==> config.mk <==
export PLATFORM = sky130hd
export DESIGN_NAME = display_scan_ctrl_flat
export DESIGN_NICKNAME = d
export VERILOG_FILES = /design/src/rtl/display_scan_ctrl_pkg.sv /design/src/rtl/display_scan_ctrl_if.sv /design/src/rtl/display_scan_ctrl_refresh_tick_gen.sv /design/src/rtl/display_scan_ctrl.sv /design/src/flat_wrapper.sv
export SDC_FILE = /design/constraint.sdc
export NUM_CORES = 1
export LEC_CHECK = 0
export ABC_AREA = 1
export CORE_ASPECT_RATIO = 1.2
export CORE_MARGIN = 4
export CORE_UTILIZATION = 50
export DETAILED_ROUTE_END_ITERATION = 16
export PLACE_DENSITY = 0.75
export SYNTH_ARGS = -nofsm -noshare
export SYNTH_HDL_FRONTEND = slang
export SYNTH_SLANG_ARGS = --single-unit
==> constraint.sdc <==
create_clock -name clk -period 1.7 [get_ports clk]
set_clock_uncertainty 0.15 [all_clocks]
set_input_delay 0.425 -clock clk [delete_from_list [all_inputs] [get_ports clk]]
set_output_delay 0.425 -clock clk [all_outputs]
set_load 0.02 [all_outputs]
==> src/rtl/display_scan_ctrl_pkg.sv <==
// Shared constants and types for the seven-segment scan controller.
// Digit codes match what the downstream Cathode_Control decoder expects.
package display_scan_ctrl_pkg;

    localparam int unsigned NUM_DIGITS = 4;
    localparam logic [4:0]  DIG_DASH   = 5'h11;
    localparam logic [4:0]  DIG_P      = 5'h10;

    typedef enum logic {
        WAIT_FIRST,
        SHOW
    } state_e;

    // Pick nibble idx out of a 16-bit value; idx 0 is bits [3:0].
    function automatic logic [3:0] nibble_sel(input logic [15:0] v, input logic [1:0] idx);
        return v[{idx, 2'b00} +: 4];
    endfunction

endpackage

==> src/rtl/display_scan_ctrl_if.sv <==
// Load handshake between a value source and the display scan controller.
// The source must hold value_in steady while load_valid is high and load_ready is low.
interface display_scan_ctrl_if;

    logic [15:0] value_in;
    logic        load_valid;
    logic        load_ready;

    modport master (
        output value_in,
        output load_valid,
        input  load_ready
    );

    modport slave (
        input  value_in,
        input  load_valid,
        output load_ready
    );

endinterface

==> src/rtl/display_scan_ctrl_refresh_tick_gen.sv <==
// Free-running refresh counter; tick is high in the cycle the count is REFRESH_DIV-1.
// The count wraps to zero on the edge that follows the tick.
module display_scan_ctrl_refresh_tick_gen #(
    parameter int unsigned REFRESH_DIV = 100000,
    parameter int unsigned CNT_W       = 17
) (
    input  logic clk,
    input  logic rst_n,
    output logic tick
);

    localparam logic [CNT_W-1:0] LAST = CNT_W'(REFRESH_DIV - 1);

    logic [CNT_W-1:0] cnt_q, cnt_d;

    assign tick = (cnt_q == LAST);

    always_comb begin
        cnt_d = cnt_q + 1'b1;
        if (tick) begin
            cnt_d = '0;
        end
    end

    always_ff @(posedge clk or negedge rst_n) begin
        if (!rst_n) begin
            cnt_q <= '0;
        end else begin
            cnt_q <= cnt_d;
        end
    end

endmodule

==> src/rtl/display_scan_ctrl.sv <==
// Time-multiplexes a 16-bit value onto a 4-digit common-anode display.
// New values are staged in a one-entry pending register and only committed at frame wraps.
module display_scan_ctrl
    import display_scan_ctrl_pkg::*;
#(
    parameter int unsigned REFRESH_DIV = 100000,
    parameter int unsigned CNT_W       = 17
) (
    input  logic                      clk,
    input  logic                      rst_n,
    display_scan_ctrl_if.slave        load,
    input  logic                      busy,
    output logic [3:0]                Anode,
    output logic [4:0]                Digit,
    output logic                      frame_tick
);

    logic        tick;
    logic        wrap;
    logic        xfer;
    logic [1:0]  idx_q, idx_d;
    logic [3:0]  anode_q, anode_d;
    logic [4:0]  digit_q, digit_d;
    logic        frame_tick_q, frame_tick_d;
    logic        pend_full_q, pend_full_d;
    logic [15:0] pend_q, pend_d;
    logic [15:0] disp_q, disp_d;
    state_e      state_q, state_d;

    display_scan_ctrl_refresh_tick_gen #(
        .REFRESH_DIV (REFRESH_DIV),
        .CNT_W       (CNT_W)
    ) u_tick_gen (
        .clk   (clk),
        .rst_n (rst_n),
        .tick  (tick)
    );

    assign wrap            = tick && (idx_q == 2'(NUM_DIGITS - 1));
    assign xfer            = load.load_valid && !pend_full_q;
    assign load.load_ready = !pend_full_q;

    assign Anode      = anode_q;
    assign Digit      = digit_q;
    assign frame_tick = frame_tick_q;

    always_comb begin
        idx_d        = idx_q;
        anode_d      = anode_q;
        digit_d      = digit_q;
        pend_d       = pend_q;
        pend_full_d  = pend_full_q;
        disp_d       = disp_q;
        state_d      = state_q;
        frame_tick_d = wrap;

        if (xfer) begin
            pend_d      = load.value_in;
            pend_full_d = 1'b1;
        end

        // xfer needs pending empty and commit needs it full, so the two never collide.
        if (wrap && pend_full_q) begin
            disp_d      = pend_q;
            pend_full_d = 1'b0;
            state_d     = SHOW;
        end

        // Digit uses the post-commit value so a new frame starts with the new display.
        if (tick) begin
            idx_d   = idx_q + 2'd1;
            anode_d = ~(4'b0001 << idx_d);
            if (busy || (state_d == WAIT_FIRST)) begin
                digit_d = DIG_DASH;
            end else begin
                digit_d = {1'b0, nibble_sel(disp_d, idx_d)};
            end
        end
    end

    always_ff @(posedge clk or negedge rst_n) begin
        if (!rst_n) begin
            idx_q        <= 2'd0;
            anode_q      <= 4'b1110;
            digit_q      <= DIG_DASH;
            frame_tick_q <= 1'b0;
            pend_full_q  <= 1'b0;
            pend_q       <= 16'h0000;
            disp_q       <= 16'h0000;
            state_q      <= WAIT_FIRST;
        end else begin
            idx_q        <= idx_d;
            anode_q      <= anode_d;
            digit_q      <= digit_d;
            frame_tick_q <= frame_tick_d;
            pend_full_q  <= pend_full_d;
            pend_q       <= pend_d;
            disp_q       <= disp_d;
            state_q      <= state_d;
        end
    end

endmodule

==> src/flat_wrapper.sv <==
// flat-port wrapper written by rule: the top's interface ports become plain ports
module display_scan_ctrl_flat import display_scan_ctrl_pkg::*;
#(
    parameter int unsigned REFRESH_DIV = 100000,
    parameter int unsigned CNT_W       = 17
)
  (clk, rst_n, busy, Anode, Digit, frame_tick, load_value_in, load_load_valid, load_load_ready);
  display_scan_ctrl_if load_i ();
  input  logic clk;
  input  logic rst_n;
  input  logic busy;
  output logic [3:0] Anode;
  output logic [4:0] Digit;
  output logic frame_tick;
  input wire logic [$bits(load_i.value_in)-1:0] load_value_in;
  input wire logic [$bits(load_i.load_valid)-1:0] load_load_valid;
  output wire logic [$bits(load_i.load_ready)-1:0] load_load_ready;
  assign load_i.value_in = load_value_in;
  assign load_i.load_valid = load_load_valid;
  assign load_load_ready = load_i.load_ready;
  display_scan_ctrl #(.REFRESH_DIV(REFRESH_DIV), .CNT_W(CNT_W)) u_core (.clk(clk), .rst_n(rst_n), .load(load_i), .busy(busy), .Anode(Anode), .Digit(Digit), .frame_tick(frame_tick));
endmodule
==> flow_metrics.py <==
metrics = {
    "synthesis": {
        "synth_top_area_share_pct": 49.1,
        "synth_edf_count": 0,
        "async_flop_share_pct": 100,
        "synth_seq_cells": 63,
        "synth_area_leaders": "dfrtp_1 49%, nand2_1 7.4%, inv_1 6.7%",
        "synth-main-ff-cell": "dfrtp_1",
        "yosysSeqAreaShare_pct": 53.5,
        "yosysWarnings": 0,
        "synthesis.nets": 359,
        "synth_area_per_cell_sq_um": 8.85,
        "ys_top_cells_by_count": "58 x dfrtp_1, 58 x nand2_1, 53 x inv_1, 32 x nand3_1, 29 x nor2_1",
        "syn_inst": 334,
        "synth_area_sq_mm": 0.00296,
        "yosysTopAreaCell": "dfrtp_1",
        "yosysUniqueCellTypes": 34,
    },
    "detailed_routing": {
        "drtIter0Drc": 166,
        "dr_total_vias": 2629,
        "avgRoutedWirePerCell_um": 14.7,
        "firstDrtPassIters": 4,
        "drc": 0,
        "avgViaCountPerCell": 5.14,
        "ant_nets": 0,
        "finalWirelength_um": 7520,
    },
    "floorplan": {
        "die_h_um": 92.2,
        "placementRows": 30,
        "die_area_sq_mm": 0.00721,
        "floorplan.initialDensity_pct": 51.8,
        "io_pins": 31,
        "die_w_um": 78.2,
        "core_area_sq_mm": 0.00571,
    },
    "global_route": {
        "grtUsageTotal_pct": 20.9,
        "grt_pass1_wl_um": 11800,
        "grt_max_degree": 64,
        "grt_pass1_vias": 2615,
        "antenna_found_initial": 0,
        "grt-ovfl-total": 0,
    },
    "clock_tree": {
        "clock_latency_ns": 0.33,
        "clock-sinks": 63,
        "cts_buffer_depth": 2,
        "cts_root_buffer": "clkbuf_8",
        "cts.htree.levels": 3,
        "path_clk_slew_ns": 0.07,
        "cts_tree": "yes",
        "cts_buffers": 9,
    },
    "critical_path": {
        "reg2reg_slack_ns": -0.29,
        "crit_fanout": 6,
        "criticalPathCategory": "flop to flop",
        "crit_arrival_ns": 2.11,
        "r2r_cells": 13,
        "startpoint_type": "flop",
        "worstReg2RegStart": "u_core.u_tick_gen.cnt_q[1]",
        "r2r-end": "u_core.Digit[0]",
        "end_kind": "flop",
        "required_ns": 1.82,
    },
    "sta": {
        "slew_headroom_pct": 77.7,
        "final_max_slew_viol_count": 0,
        "fmax_mhz": 503,
        "worstMarginPinSlew_ns": 0.335,
        "hold_violations": 0,
        "setup_viol": 30,
        "tns_ns": -2.97,
        "fin_crit_sh_pct": 117,
        "fin_crit_ns": 1.99,
        "worst_slack_ns": -0.287,
        "rsz0062_at_grt": "true",
    },
    "min_path": {
        "hold_path_depth": 2,
        "hold_end": "u_core.Anode[3]",
        "hp-class": "flop to flop",
        "min-delay-start": "u_core.Anode[3]",
    },
    "run_status": {
        "violations": "setup timing",
        "status": "finished with violations",
    },
    "power": {
        "pwr_density_cell_mw_per_mm2": 719,
        "power.leakage_nw": 2.13,
        "peakVddDrop_uv": 558,
    },
    "final_layout": {
        "final_core_util_pct": 74.1,
        "area_delta_synth_final_pct": 43.0,
        "drive_gt1_share_pct": 36.2,
        "finalNetCount": 451,
        "antenna_cells": 0,
        "fill_cells": 412,
    },
    "place": {
        "dp_hpwl_um": 4460,
        "place_congestion": 0.860,
        "portBuffers": 30,
    },
    "run": {
        "maxCapViolations": 0,
    },
}
layout by cell type (no fill, tap or decap), drive strengths merged, types with 2 or more instances in the layout:
master	instances
and2	9
clkinv	3
mux2	4
nor3b	2
xor2	4
nand4	16
o22ai	2
nand3	36
nor3	3
buf	64
dfrtp	58
inv	55
dlygate4sd2	5
nand2	60
nor2	33
o21ai	13
ha	5
clkbuf	14
dfstp	5
clkdlybuf4s50	18
a21oi	17
metrics by stage:
stage / setup slack, ns / cells / total power [mW] / hold slack (ns) / area (sq um)
after floorplan: -0.106 / 334 / 1.62 / -0.0206 / 2970
after global placement: -0.174 / 475 / 1.71 / 0.293 / 3640
after detailed placement: -0.234 / 475 / 1.72 / 0.310 / 3640
after CTS: -0.184 / 500 / 3.06 / 0.330 / 4040
after global routing: -0.403 / 511 / 3.16 / 0.358 / 4230
final: -0.287 / 511 / 3.04 / 0.342 / 4230
cells by family after synthesis:
kind of cell | Yosys count | share of synthesized area, %
XOR/XNOR | 4 | 1.18
flip-flops | 63 | 53.5
AO/OA/AOI/OAI | 34 | 6.22
adder cells (fa/ha/maj) | 5 | 2.12
buffers and inverters | 66 | 8.76
multiplexers | 4 | 1.52
AND/OR/NAND/NOR | 158 | 26.7
how the worst max path moves through the flow:
stage	to	slack, ns	from
detailed placement	u_core.Digit[1]	-0.23	u_core.u_tick_gen.cnt_q[1]
floorplan	u_core.Digit[2]	-0.11	u_core.u_tick_gen.cnt_q[0]
global placement	u_core.Digit[2]	-0.17	u_core.u_tick_gen.cnt_q[1]
global route	u_core.Digit[0]	-0.40	u_core.u_tick_gen.cnt_q[1]
finish	u_core.Digit[0]	-0.29	u_core.u_tick_gen.cnt_q[1]
CTS	u_core.Digit[0]	-0.18	u_core.u_tick_gen.cnt_q[0]
registers in the layout, indices dropped and copies added (netlist names):
name and cells:
u_core.idx_q 2, u_core.Digit 5, u_core.disp_q 16, u_core.Anode 4, u_core.u_tick_gen.cnt_q 17, u_core.pend_full_q 1
u_core.frame_tick 1, u_core.pend_q 16, u_core.state_q 1
layer usage:
layer,track usage (%),vias up,wire (um)
li1,-,1254,-
met1,24.6,1280,2960
met2,36.9,80,4030
met3,3.63,15,345
met4,9.48,0,184
met5,0,-,0
critical path, stage by stage (launching register included):
cell and delay, ns:
dfrtp_1 0.41, ha_4 0.17, nand3_4 0.10, inv_2 0.07
nand3_2 0.09, nor2_4 0.19, nand3_4 0.12, buf_6 0.16
nand2_1 0.09, nand3_1 0.09, nand3_1 0.11, nand3_2 0.08
nand2_2 0.06, inv_2 0.03
power breakdown:
| group | internal [mW] | total, mW | leakage, nW | switching [mW] |
|---|---|---|---|---|
| registers | 1.54 | 1.56 | 0.780 | 0.0132 |
| clock network | 0.793 | 1.35 | 0.109 | 0.559 |
| logic | 0.0654 | 0.132 | 1.24 | 0.0669 |
| total | 2.40 | 3.04 | 2.13 | 0.640 |
cell type report:
class / count / area [sq um] / share of cell area (%)
flip-flops and latches: 63 / 1580 / 37.4
multi-input cells: 207 / 1360 / 32.2
repair buffers: 89 / 763 / 18.0
inverters: 56 / 211 / 5.00
clock buffers: 13 / 169 / 3.99
well taps: 80 / 100 / 2.37
clock inverters: 3 / 40.0 / 0.947
timing repair:
action                                 CTS  global route
gates resized for setup                 57            47
gates cloned                             2             1
setup endpoints to repair               43            39
buffers inserted                         6            11
hold buffers                             1             0
pin swaps                               19            12
endpoints found under the hold margin   58             0
(Power assumes the default switching activity.)
